File: src/rtl/dram_arbiter.sv
// Two-port word arbiter in front of the single-ported data RAM: CPU memory stage on
// port 0, loader on port 1, round-robin or CPU-priority, one grant per cycle.
module dram_arbiter #(
  parameter int unsigned DW           = 32,
  parameter int unsigned AW           = 8,
  parameter bit          CPU_PRIORITY = 1'b0
) (
  input  logic          clk,
  input  logic          rst,
  input  logic          p0_req_valid,
  input  logic          p0_req_we,
  input  logic [AW-1:0] p0_req_addr,
  input  logic [DW-1:0] p0_req_wdata,
  output logic          p0_req_ready,
  input  logic          p1_req_valid,
  input  logic          p1_req_we,
  input  logic [AW-1:0] p1_req_addr,
  input  logic [DW-1:0] p1_req_wdata,
  output logic          p1_req_ready,
  output logic          p0_rsp_valid,
  output logic [DW-1:0] p0_rsp_rdata,
  input  logic          p0_rsp_ready,
  output logic          p1_rsp_valid,
  output logic [DW-1:0] p1_rsp_rdata,
  input  logic          p1_rsp_ready,
  output logic [AW-1:0] ram_addr,
  output logic [DW-1:0] ram_wdata,
  output logic          ram_we,
  input  logic [DW-1:0] ram_rdata,
  output logic [15:0]   conflict_cnt
);

  logic          s1_valid;
  logic          s1_port;
  logic          s1_read;
  logic          last_grant;
  logic [AW-1:0] addr_hold;
  logic [DW-1:0] wdata_hold;
  logic          rd_busy0, rd_busy1;
  logic          elig0, elig1, both_elig;
  logic          gnt0, gnt1;

  function automatic logic [15:0] sat_inc(input logic [15:0] v);
    return (v == 16'hFFFF) ? v : v + 16'd1;
  endfunction

  // A read may only issue once the port's slot is free (or freed this cycle),
  // which keeps exactly one read outstanding per port and responses in order.
  assign rd_busy0  = s1_valid & s1_read & ~s1_port;
  assign rd_busy1  = s1_valid & s1_read &  s1_port;
  assign elig0     = ~rst & p0_req_valid &
                     (p0_req_we | (~rd_busy0 & (~p0_rsp_valid | p0_rsp_ready)));
  assign elig1     = ~rst & p1_req_valid &
                     (p1_req_we | (~rd_busy1 & (~p1_rsp_valid | p1_rsp_ready)));
  assign both_elig = elig0 & elig1;

  assign gnt0 = elig0 & (~elig1 | CPU_PRIORITY | last_grant);
  assign gnt1 = elig1 & ~gnt0;

  assign p0_req_ready = gnt0;
  assign p1_req_ready = gnt1;

  // RAM drive comes straight from the winner; idle cycles replay the last address/data.
  always_comb begin
    ram_addr  = addr_hold;
    ram_wdata = wdata_hold;
    ram_we    = 1'b0;
    if (gnt0) begin
      ram_addr  = p0_req_addr;
      ram_wdata = p0_req_wdata;
      ram_we    = p0_req_we;
    end else if (gnt1) begin
      ram_addr  = p1_req_addr;
      ram_wdata = p1_req_wdata;
      ram_we    = p1_req_we;
    end
  end

  // Grant stage -> in-flight stage
  always_ff @(posedge clk) begin
    if (rst) begin
      s1_valid     <= 1'b0;
      s1_port      <= 1'b0;
      s1_read      <= 1'b0;
      last_grant   <= 1'b1;
      conflict_cnt <= 16'd0;
      addr_hold    <= '0;
      wdata_hold   <= '0;
    end else begin
      s1_valid   <= gnt0 | gnt1;
      s1_port    <= gnt1;
      s1_read    <= (gnt0 & ~p0_req_we) | (gnt1 & ~p1_req_we);
      addr_hold  <= ram_addr;
      wdata_hold <= ram_wdata;
      if (gnt0 | gnt1) last_grant <= gnt1;
      if (both_elig) conflict_cnt <= sat_inc(conflict_cnt);
    end
  end

  // In-flight stage -> response slots
  always_ff @(posedge clk) begin
    if (rst) begin
      p0_rsp_valid <= 1'b0;
      p0_rsp_rdata <= '0;
    end else if (rd_busy0) begin
      p0_rsp_valid <= 1'b1;
      p0_rsp_rdata <= ram_rdata;
    end else if (p0_rsp_valid & p0_rsp_ready) begin
      p0_rsp_valid <= 1'b0;
    end
  end

  always_ff @(posedge clk) begin
    if (rst) begin
      p1_rsp_valid <= 1'b0;
      p1_rsp_rdata <= '0;
    end else if (rd_busy1) begin
      p1_rsp_valid <= 1'b1;
      p1_rsp_rdata <= ram_rdata;
    end else if (p1_rsp_valid & p1_rsp_ready) begin
      p1_rsp_valid <= 1'b0;
    end
  end

endmodule

File: config.mk
export PLATFORM = sky130hd
export DESIGN_NAME = dram_arbiter
export DESIGN_NICKNAME = d
export VERILOG_FILES = /design/src/rtl/dram_arbiter.sv
export SDC_FILE = /design/constraint.sdc
export NUM_CORES = 1
export LEC_CHECK = 0
export CORE_ASPECT_RATIO = 1.25
export CORE_UTILIZATION = 41
export DETAILED_ROUTE_END_ITERATION = 10
export PLACE_DENSITY = 0.8
export REMOVE_ABC_BUFFERS = 1
export SLEW_MARGIN = 20
export SYNTH_ARGS = -nofsm -noshare
export SYNTH_HDL_FRONTEND = slang
export SYNTH_SLANG_ARGS = --single-unit
File: constraint.sdc
create_clock -name clk -period 2.4 [get_ports clk]
set_input_delay 0.36 -clock clk [delete_from_list [all_inputs] [get_ports clk]]
set_output_delay 0.36 -clock clk [all_outputs]
set_load 0.1 [all_outputs]
## Word-level counts from Yosys, hierarchy flattened

Cells that the tools add are included.

- Bits in registers: 126
- Bits of input ports: 120
- Output and inout port bits: 125
- Word-level logic and storage cells: 60

- $add $sub $neg: 1
- Eq/ne operators: 1
- Multiplexer cells: 10
- Bitwise logic cells: 34
- Reductions and logical operators: 3

Operators by type and width:

| operator | number |
|---|---|
| $mux 32 | 2 |
| $add 16x1->16 const B | 1 |
| $and 1x1->1 | 16 |
| $eq 16x16->1 const B | 1 |
| $mux 8 | 2 |
| $not 1->1 | 11 |
| $or 1x1->1 | 7 |
| $mux 1 | 6 |
| $reduce_bool 2->1 | 2 |
| $reduce_and 2->1 | 1 |

## Logic depth before layout (Yosys ltp)

- Depth after elaboration: 13
- Mapped depth: 8
- Gate-level depth less buffers: 6

## Worst setup path after synthesis

OpenSTA, ideal clock, no wires.

- Path kind: flip-flop to output port
- From: register p1_rsp_valid
- To: output ram_wdata[17]
- Arrival time: 3.815 ns
- Path slack: -1.775 ns
- Stages on the path, launching flop included: 7
- Buffers on the path: 1
- Path through: dfxtp_1 or3b_1 nand3_1 o221ai_1 inv_1 clkbuf_1 a221o_1

- Longest elaborated chain between the ends: 12

Ends and longest elaborated chain:

| what | RTL line | source |
|---|---|---|
| start: declaration | 23 | `output logic p1_rsp_valid,` |
| start signal: assignment | 115 | `p1_rsp_valid <= 1'b0;` |
| start signal: assignment | 118 | `p1_rsp_valid <= 1'b1;` |
| start signal: assignment | 121 | `p1_rsp_valid <= 1'b0;` |
| $not 1->1 * | 54 | `(p1_req_we \| (~rd_busy1 & (~p1_rsp_valid \| p1_rsp_ready)));` |
| $or 1x1->1 * | 54 |  |
| $and 1x1->1 * | 54 |  |
| $or 1x1->1 * | 54 |  |
| $and 1x1->1 * | 53 | `assign elig1 = ~rst & p1_req_valid &` |
| $not 1->1 * | 57 | `assign gnt0 = elig0 & (~elig1 \| CPU_PRIORITY \| last_grant);` |
| $or 1x1->1 * | 57 |  |
| $and 1x1->1 * | 57 |  |
| named net p0_req_ready | 14 | `output logic p0_req_ready,` |
| $not 1->1 | 58 | `assign gnt1 = elig1 & ~gnt0;` |
| $and 1x1->1 | 58 |  |
| $mux 32 | 72 | `end else if (gnt1) begin` |
| $mux 32 * | 68 | `if (gnt0) begin` |
| end: declaration | 27 | `output logic [DW-1:0] ram_wdata,` |

Mark *: on every way through the listed nets, which the timed path passes. The rest lies on a longest branch.

## Worst setup path after layout

- From: register p1_rsp_valid
- To: output ram_wdata[2]

- Longest elaborated chain between the ends: 12

Ends and longest elaborated chain:

| what | RTL line |
|---|---|
| $not 1->1 * | 54 |
| $or 1x1->1 * | 54 |
| $and 1x1->1 * | 54 |
| $or 1x1->1 * | 54 |
| $and 1x1->1 * | 53 |
| $not 1->1 | 57 |
| $or 1x1->1 | 57 |
| $and 1x1->1 | 57 |
| $not 1->1 | 58 |
| $and 1x1->1 | 58 |
| $mux 32 | 72 |
| $mux 32 * | 68 |

Every way passes the cells marked *; elsewhere a longest branch is shown, timed or not.

==> results.yml <==
yosys:
  yosysWarningCount: 0
  synth_enable_flop_cells: 0
  syn-mean-instance-area_um2: 8.41
  synthesis.area_um2: 5220
  fraction_of_registers_with_async_set_or_reset_after_synthesis_pct: 0
  portion_of_the_post_synthesis_area_used_by_sequential_elements_pct: 48.3
  ys.flop_type: "sky130_fd_sc_hd__dfxtp_1"
  number_of_distinct_library_cells_after_synthesis: 40
  post_synth_inst_count: 621
  postSynthRegisterBits: 126
clock_network:
  clock_tree_from_tritoncts: "done"
  cts_htree_levels: 4
  cts_inserted_buffers: 17
  clock_tree.root_cell: "sky130_fd_sc_hd__clkbuf_16"
  cts.clk_slew.worst_paths_ns: 0.06
  clk-insertion-delay-late_ns: 0.43
  num_clock_sinks: 126
  cts-root-to-sink-buffers: 2
critical_path:
  r2r.worst_path.cells: 9
  setup.worst_path.end_class: "output port"
  worst_setup_path_category: "flip-flop to output port"
  crit_required_ns: 2.04
  critPathMaxFanout: 13
  startpoint_type: "flip-flop"
  cp_data_arrival_time_ns: 2.44
timing:
  slew_viol_final: 0
  fin_setup_tns_ns: -12.22
  maxSlewHeadroom_pct: 17.4
  fmaxAchievable_mhz: 357
  setup-violations-final: 60
  max_slew.worst_pin.slew_ns: 1.23
  timing.final.crit_period_ns: 2.80
  min_period_over_period_pct: 117
  finalHoldViolations: 0
  grt_setup_unrepaired: "true"
  clock_skew_ns: 0.0150
  fin_ws_ns: -0.402
routing:
  detailroute.via_count: 6953
  remaining_antenna_violation_count: 0
  remaining_routing_drc_violations: 0
  routed_wire_length_per_instance_um: 24.9
  drt_pre_antenna_iters: 5
  initialDrtViolationCount: 646
  finalWirelength_um: 28300
  vias_per_cell: 6.12
power:
  cellLeakagePower_nw: 4.19
  ir_drop_mv: 0.586
  power.total_mw: 7.25
  power-per-cell-area_nw_per_um2: 689
grt:
  grt_first_pass_wirelength_um: 35800
  antenna_violations_before_repair: 0
  grt.total_usage_pct: 36.2
  maximum_number_of_pins_on_one_net_before_global_route_repair: 60
  vias_in_the_first_global_route: 6476
  grt-ovfl-total: 0
floorplan:
  floorplan.core_area_um2: 12300
  fp-row-count: 45
  fp.dieArea_um2: 13200
  floorplan.die.height_um: 128
  design.portCount: 245
  initial_core_util_pct: 42.5
  die_w_um: 103
final_layout:
  finish.instance_area_um2: 10500
  filler_cell_count: 591
  area_growth_syn_to_layout_pct: 101
  antenna_cells: 0
  fraction_of_layout_cells_with_a_size_suffix_above_1_pct: 40.6
  commonest_cells_after_routing_fill_and_taps_aside: "sky130_fd_sc_hd__buf_4, sky130_fd_sc_hd__nand2_1, sky130_fd_sc_hd__dfxtp_1"
  num-nets-final: 1081
  final_common_cell: "sky130_fd_sc_hd__buf_4"
status:
  run_status: "complete, but fails checks"
  failed_checks: "setup timing"
run:
  max-cap-violations: 0
min_path:
  hold_class: "primary input to flip-flop"
  hold_path_depth: 3
placement:
  place.gp.congestion: 0.797
  preCtsSetupSlack_ns: -0.448
  io_buf_count: 244
  place.detailed.hpwl_um: 12800
  placed_area_um2: 8480
## where the power goes
part	internal (mW)	total (mW)	switching, mW	leakage (nW)
sequential	2.18	2.26	0.0802	1.03
clock	1.45	2.50	1.05	0.276
combinational	0.999	2.49	1.49	2.88
total	4.63	7.25	2.62	4.19
## area by class of cell
cell class              instances  area, um^2  share of cell area [%]
repair buffers                368        3950                    37.6
multi-input cells             441        3260                    31.0
flip-flops and latches        126        2530                    24.0
clock buffers                  18         439                    4.17
well taps                     164         205                    1.95
clock inverters                13         115                    1.09
inverters                       6        22.5                   0.214
## synth_stat cells (all sizes together) (6+ instances only)
cell	number	area share [%]
a221o	26	5.0
buf	12	1.3
dfxtp	126	48
a211oi	27	3.9
a21oi	101	9.7
nor2	44	3.2
mux2i	30	5.7
nand3	7	0.67
inv	6	0.43
nand2	140	10
clkbuf	36	2.6
and3	15	1.8
## worst max-delay path, cell delays in order, from the launching register on
cell and delay (ns):
sky130_fd_sc_hd__dfxtp_2 0.33, sky130_fd_sc_hd__or3b_4 0.42, sky130_fd_sc_hd__nand3_4 0.09, sky130_fd_sc_hd__o221ai_4 0.17, sky130_fd_sc_hd__buf_6 0.21, sky130_fd_sc_hd__buf_12 0.16, sky130_fd_sc_hd__nor2_1 0.32, sky130_fd_sc_hd__a21oi_2 0.12
sky130_fd_sc_hd__buf_12 0.19
## path summary, 6_finish.rpt
path                                  startpoint  slack [ns]          endpoint
worst min-delay path                p1_rsp_ready        0.38      p1_rsp_valid
worst min register to register  p1_rsp_rdata[28]        0.45  p1_rsp_rdata[28]
worst max register to register          s1_valid       -0.08     wdata_hold[2]
worst max-delay path                p1_rsp_valid       -0.40      ram_wdata[2]
## repair_timing
item,in CTS,in global routing
gates cloned,7,1
pin swaps,12,18
hold buffers,0,0
setup buffers,24,29
gates resized for setup,134,47
setup endpoints to repair,43,59
## cell families (layout without fill, tap and decap cells)
| group | count (synthesis) | after routing | share of synthesized area [%] |
|---|---|---|---|
| fa+ha+maj | 1 | 1 | 0.240 |
| compound gates | 168 | 168 | 20.9 |
| mux | 30 | 30 | 5.75 |
| xor+xnor | 3 | 3 | 0.503 |
| flops | 126 | 126 | 48.3 |
| simple gates | 239 | 239 | 20.0 |
| buf+inv | 54 | 405 | 4.29 |
## state kept, by name, indices dropped and copies added (netlist names)
register	count
addr_hold	8
conflict_cnt	16
last_grant	1
p0_rsp_rdata	32
p0_rsp_valid	1
p1_rsp_rdata	32
p1_rsp_valid	1
s1_port	1
s1_read	1
s1_valid	1
wdata_hold	32
## stage by stage
step | hold WS [ns] | std cells | util (%)
after global routing | 0.377 | 1136 | 85.7
after global placement | 0.442 | 1048 | 69.1
final | 0.382 | 1136 | 85.7
after floorplan | 0.429 | 573 | -
after CTS | 0.345 | 1109 | 82.5
after detailed placement | 0.448 | 1048 | 69.1
## per-layer routing
| layer | global-route usage (%) | wire [um] | vias to the layer above |
|---|---|---|---|
| met1 | 40.6 | 9940 | 3249 |
| met4 | 17.5 | 1690 | 0 |
| met5 | 0 | 0 | - |
| li1 | - | - | 2877 |
| met2 | 61.0 | 13200 | 657 |
| met3 | 12.0 | 3540 | 170 |
Note: power is estimated with default switching activity, not from simulation.
